## src/rtl/fetch_unit.sv

```systemverilog
// Instruction fetch unit: drives the ROM address from a PC register and buffers
// {pc, instruction} pairs in a small FIFO in front of decode.
module fetch_unit #(
    parameter int               WIDTH    = 32,
    parameter logic [WIDTH-1:0] RESET_PC = 32'h0000_0000,
    parameter int               DEPTH    = 2
) (
    input  logic             clock,
    input  logic             reset,
    output logic [WIDTH-1:0] rom_address,
    input  logic [WIDTH-1:0] rom_rdata,
    input  logic             redirect_valid,
    input  logic [WIDTH-1:0] redirect_pc,
    output logic             inst_valid,
    input  logic             inst_ready,
    output logic [WIDTH-1:0] inst,
    output logic [WIDTH-1:0] inst_pc
);

    localparam int PTR_W = $clog2(DEPTH);
    localparam int CNT_W = PTR_W + 1;

    logic [WIDTH-1:0] pc_q, pc_d;
    logic [PTR_W-1:0] rd_ptr_q, rd_ptr_d;
    logic [PTR_W-1:0] wr_ptr_q, wr_ptr_d;
    logic [CNT_W-1:0] cnt_q, cnt_d;

    logic [WIDTH-1:0] pc_mem   [DEPTH];
    logic [WIDTH-1:0] inst_mem [DEPTH];

    logic pop;
    logic push;

    assign rom_address = pc_q;
    assign inst_valid  = (cnt_q != '0);
    assign inst        = inst_valid ? inst_mem[rd_ptr_q] : '0;
    assign inst_pc     = inst_valid ? pc_mem[rd_ptr_q]   : '0;

    // A full buffer can still accept a new word when the head leaves this cycle.
    assign pop  = inst_valid && inst_ready;
    assign push = !redirect_valid && ((cnt_q < CNT_W'(DEPTH)) || pop);

    always_comb begin
        pc_d     = pc_q;
        rd_ptr_d = rd_ptr_q;
        wr_ptr_d = wr_ptr_q;
        cnt_d    = cnt_q;
        if (redirect_valid) begin
            pc_d     = {redirect_pc[WIDTH-1:2], 2'b00};
            rd_ptr_d = '0;
            wr_ptr_d = '0;
            cnt_d    = '0;
        end else begin
            if (push) begin
                wr_ptr_d = wr_ptr_q + PTR_W'(1);
                pc_d     = pc_q + WIDTH'(4);
            end
            if (pop) begin
                rd_ptr_d = rd_ptr_q + PTR_W'(1);
            end
            if (push && !pop) begin
                cnt_d = cnt_q + CNT_W'(1);
            end else if (pop && !push) begin
                cnt_d = cnt_q - CNT_W'(1);
            end
        end
    end

    always_ff @(posedge clock or posedge reset) begin
        if (reset) begin
            pc_q     <= RESET_PC;
            rd_ptr_q <= '0;
            wr_ptr_q <= '0;
            cnt_q    <= '0;
        end else begin
            pc_q     <= pc_d;
            rd_ptr_q <= rd_ptr_d;
            wr_ptr_q <= wr_ptr_d;
            cnt_q    <= cnt_d;
        end
    end

    // Storage carries no reset; only entries covered by cnt_q are ever visible.
    always_ff @(posedge clock) begin
        if (push && !reset) begin
            pc_mem[wr_ptr_q]   <= pc_q;
            inst_mem[wr_ptr_q] <= rom_rdata;
        end
    end

endmodule
```

## config.mk

```make
export PLATFORM = sky130hd
export DESIGN_NAME = fetch_unit
export DESIGN_NICKNAME = d
export VERILOG_FILES = /design/src/rtl/fetch_unit.sv
export SDC_FILE = /design/constraint.sdc
export NUM_CORES = 1
export LEC_CHECK = 0
export CAP_MARGIN = 30
export CORE_UTILIZATION = 49
export CTS_CLUSTER_SIZE = 12
export DETAILED_ROUTE_END_ITERATION = 8
export PLACE_DENSITY = 0.82
export REMOVE_ABC_BUFFERS = 1
export SLEW_MARGIN = 20
export SYNTH_ARGS = -nofsm -noshare
export SYNTH_HDL_FRONTEND = slang
export SYNTH_SLANG_ARGS = --single-unit
```

## constraint.sdc

```tcl
create_clock -name clock -period 9.3 [get_ports clock]
set_input_delay 1.86 -clock clock [delete_from_list [all_inputs] [get_ports clock]]
set_output_delay 1.86 -clock clock [all_outputs]
set_load 0.01 [all_outputs]
```

Word level (Yosys, flattened, before mapping):

Memories as Yosys holds them, arrays and structs flattened.
Index checks and enable logic that the tools add are counted.

* add/sub/neg operators: 5
* magnitude comparators: 1
* multiplexer cells: 13
* reductions and logical operators: 14

Operators by type and width (count)
* $mux 32: 4
* $add 32x3->32 const B: 1
* $mux 1: 6
* $mux 2: 3
* $reduce_bool 2->1: 3
* $logic_and 1x1->1: 5
* $logic_not 1->1: 4
* $reduce_bool 3->1: 1
* $add 1x1->1 const B: 2
* $add 2x1->2 const B: 1
* $lt 2x2->1 const B: 1
* $sub 2x1->2 const B: 1
* $logic_or 1x1->1: 1

* bits in registers: 36
* bits in writable memories: 128
* input port bits: 68
* output and inout bits: 97
* word-level logic and storage cells: 39
* memories: 2

Memory list
* inst_mem: depth 2, bits a word 32, read ports 1, clocked after Yosys merged registers in 0, wr ports 1, RTL line 29 `logic [WIDTH-1:0] inst_mem [DEPTH];`
* pc_mem: depth 2, bits a word 32, read ports 1, clocked after Yosys merged registers in 0, wr ports 1, RTL line 28 `logic [WIDTH-1:0] pc_mem [DEPTH];`

Depth between registers and ports, before layout:

* depth in word-level cells: 9
* depth in mapped cells: 7
* mapped depth without buffers: 6

Worst setup path before layout:

OpenSTA, ideal clock, no wires.

* kind: input -> register
* from: in redirect_valid
* to: mem inst_mem[1][0] (enable)
* setup time: 0.657 ns
* arrival time: 8.541 ns
* required time: 8.643 ns
* path slack: 0.102 ns
* cell stages on the path: 2
* buffers on the path: 1
* cell sequence: clkbuf_1 -> nor4b_1

* word-level cells in the longest chain between the ends: 5

Ends and longest elaborated chain
* start: declaration: RTL line 12 `input logic redirect_valid,`
* $logic_not 1->1: RTL line 41 `assign push = !redirect_valid && ((cnt_q < CNT_W'(DEPTH)) || pop);`
* $logic_and 1x1->1: RTL line 41
* $logic_and 1x1->1: RTL line 85 `if (push && !reset) begin`
* $mux 1: RTL line 85
* $mux 1 (implied by the code): RTL line 87 `inst_mem[wr_ptr_q] <= rom_rdata;`
* end: declaration: RTL line 29

Every way passes these cells.

Worst setup path after layout:

* from: reg cnt_q[1]
* to: out inst[25]

* word-level cells in the longest chain between the ends: 2

Ends and longest elaborated chain
* start: declaration: RTL line 26 `logic [CNT_W-1:0] cnt_q, cnt_d;`
* start signal: assignment: RTL line 79 `cnt_q <= cnt_d;`
* $reduce_bool 2->1: RTL line 35 `assign inst_valid = (cnt_q != '0);`
* $mux 32: RTL line 36 `assign inst = inst_valid ? inst_mem[rd_ptr_q] : '0;`
* end: declaration: RTL line 16 `output logic [WIDTH-1:0] inst,`

Every way passes these cells.

==> flow_summary.yaml <==
status:
  status: "complete, no violations"
power_and_ir_drop:
  totalPowerFinal_mw: 1.86
  power_density_nw_per_um2: 207
  ir_drop_uv: 110
  leakagePower_nw: 3.15
timing:
  tns_ps: 0
  min_period_ps: 4360
  tightest_slew_ps: 853
  setup_viol: 0
  hold_viol: 0
  finalCritPeriodShare_pct: 46.9
  setup_slack_ps: 4940
  skew_ps: 8.00
  rsz0062_at_grt: "no"
  max-slew-margin-rel_pct: 43.2
  clock.fmax_ghz: 0.229
  hold-worst-slack_ps: 518
  drv_slew: 0
die:
  rows: 42
  die_h_um: 118
  die-area_um2: 13900
  start_util_pct: 50.0
  die_w_um: 118
  ios: 165
  fp.coreArea_um2: 13200
global_route:
  grt_max_degree: 67
  antenna_found_initial: 0
  grt_pass1_wl_mm: 22.7
  grt_use_total_pct: 21.6
  overflow: 0
  grt_pass1_vias: 4487
yosys:
  ys_seq_area_share_pct: 69.4
  ys_types: 35
  yosys-top-cells-area: "edfxtp_1 56%, dfrtp_1 13%, mux2i_1 9.6%, nor2_1 3.9%, xor2_1 3.2%"
  syn_area_um2: 6590
  avgSynthCellArea_um2: 13.6
  synth_top_area_share_pct: 56.5
  synthCells: 485
  yosysTopAreaCell: "edfxtp_1"
  ys_ff_latch: 158
  synth.yosys.warnings: 0
clock_network:
  cts.clk_slew.worst_paths_ps: 60
  clockRootBuffer: "clkbuf_16"
  cts_setup_buffers: 0
  numCtsBuffers: 17
  h-tree-depth: 4
  cts_buffer_depth: 2
  clkSinkCount: 158
  cts_hold_buf: 0
  cts_tree: "yes"
  cts-resized-gates: 0
  clk_latency_ps: 420
layout:
  n_antenna_cell: 0
  nets: 711
  area_growth_pct: 36.4
  drive_gt1_share_pct: 7.02
  multiInputGateArea_um2: 1890
  register_area_um2: 4580
  fillers: 917
route:
  via_count: 4434
  drc: 0
  via_per_inst: 5.34
  first_iter_violations: 445
  drt-total-wl_mm: 14.4
  antenna_left: 0
  drt_pre_antenna_iters: 4
  wl_per_cell_um: 17.4
flow_run:
  max_cap_viol_count: 0
placed_design:
  gp_congestion: 0.809
  io_buffers: 158
  dp_slack_ps: 5160
  dp.final_hpwl_mm: 8.94
critical_path:
  cp_slowest_cell: "buf_4"
  worstPathCellList: "nor2_4 > buf_4 > nor2_1 > clkdlybuf4s50_1"
  path_buf_inv: 2
  cp_slowest_stage_delay_ps: 520
  critical-path-top-delay-family: "buffers and inverters"
  crit_cells: 4
  r2r_cells: 5
  crit_fanout: 43
  startpoint_type: "flop"
  required_ps: 7440
  arrival_ps: 2500
  critical_path_class: "flop to primary output"
  endpoint_kind: "primary output"
hold_path:
  min_path_cells: 0
  hold_class: "flop to flop"
state kept, by name, indices dropped and copies added, names as in the netlist:
register     flops
cnt_q            2
inst_mem        64
rom_address     30
pc_mem          60
wr_ptr_q         1
rd_ptr_q         1
where the power goes:
group	internal (mW)	leakage (nW)	switching, mW
sequential	0.809	1.56	0.0393
combinational	0.142	1.28	0.123
clock	0.477	0.312	0.273
routing by layer:
layer	GRT usage [%]	up-vias	part of all wire, %
li1	-	2068	-
met5	0	-	0
met1	26.7	2146	42
met2	36.4	199	50
met3	5.72	21	6.1
met4	8.17	0	1.5
cells in the mapped netlist, drive strengths merged:
cell type    n
mux2         1
conb         1
dfrtp       34
clkbuf      16
inv          6
o31a         1
nand4       22
xnor2        6
and4         2
and2         3
or4b         1
nor3         5
xor2        24
ha           1
and3         3
and4bb       1
nand2       40
o21ai       29
buf         13
nand3        8
mux2i       63
a21oi        2
nor4b        1
nor4         5
edfxtp     124
nor2        70
nor2b        2
or4          1
cells in the final DEF (no fill, tap or decap), types with 5 or more instances in the layout:
| cell | netlist | final |
|---|---|---|
| nand4_1 | 22 | 22 |
| edfxtp_1 | 124 | 124 |
| buf_4 | 5 | 5 |
| nand3_1 | 7 | 7 |
| nand2_1 | 40 | 40 |
| mux2i_1 | 63 | 63 |
| nor2_1 | 69 | 68 |
| clkbuf_16 | 0 | 17 |
| inv_1 | 6 | 6 |
| xor2_1 | 24 | 24 |
| xnor2_1 | 6 | 6 |
| clkdlybuf4s50_1 | 0 | 157 |
| o21ai_0 | 27 | 27 |
| dfrtp_1 | 34 | 33 |
| bufinv_16 | 0 | 5 |
layout make-up:
| type | count | area share [%] |
|---|---|---|
| clock buffers | 18 | 4.77 |
| repair buffers | 164 | 18.2 |
| multi-input cells | 295 | 21.0 |
| clock inverters | 14 | 2.36 |
| well taps | 176 | 2.45 |
| inverters | 6 | 0.250 |
| flip-flops and latches | 158 | 50.9 |
logic make-up after synthesis:
group	after synthesis	synth area share, %
simple gates	164	11.8
xor+xnor	30	3.98
buf+inv	35	2.41
flops	158	69.4
mux	64	9.73
fa+ha+maj	1	0.190
other cells	1	0.0569
compound gates	32	2.49
final timing paths:
| path | startpoint | endpoint | slack [ps] |
|---|---|---|---|
| setup reg to reg | cnt_q[1]$_DFFE_PP0P_ | rom_address[21]$_DFFE_PP0P_ | 6970 |
| setup / recovery | cnt_q[1]$_DFFE_PP0P_ | inst[25] | 4940 |
| hold reg to reg | rom_address[31]$_DFFE_PP0P_ | pc_mem[0][31]$_DFFE_PP_ | 520 |
| max in group asynchronous | reset | rd_ptr_q$_DFFE_PP0P_ | 6770 |
| hold / removal | rom_address[31]$_DFFE_PP0P_ | pc_mem[0][31]$_DFFE_PP_ | 520 |
| min in group asynchronous | reset | rom_address[6]$_DFFE_PP0P_ | 1790 |
per-stage QoR:
stage          utilization [%]  cells  cell area (um2)
2_1_floorplan                -    459             6470
3_3_place_gp              63.1    798             8330
3_5_place_dp              63.3    799             8350
4_1_cts                   68.2    831             9000
5_1_grt                   68.2    831             9000
6_report                  68.2    831             9000
Note: power is estimated with default switching activity, not from simulation.
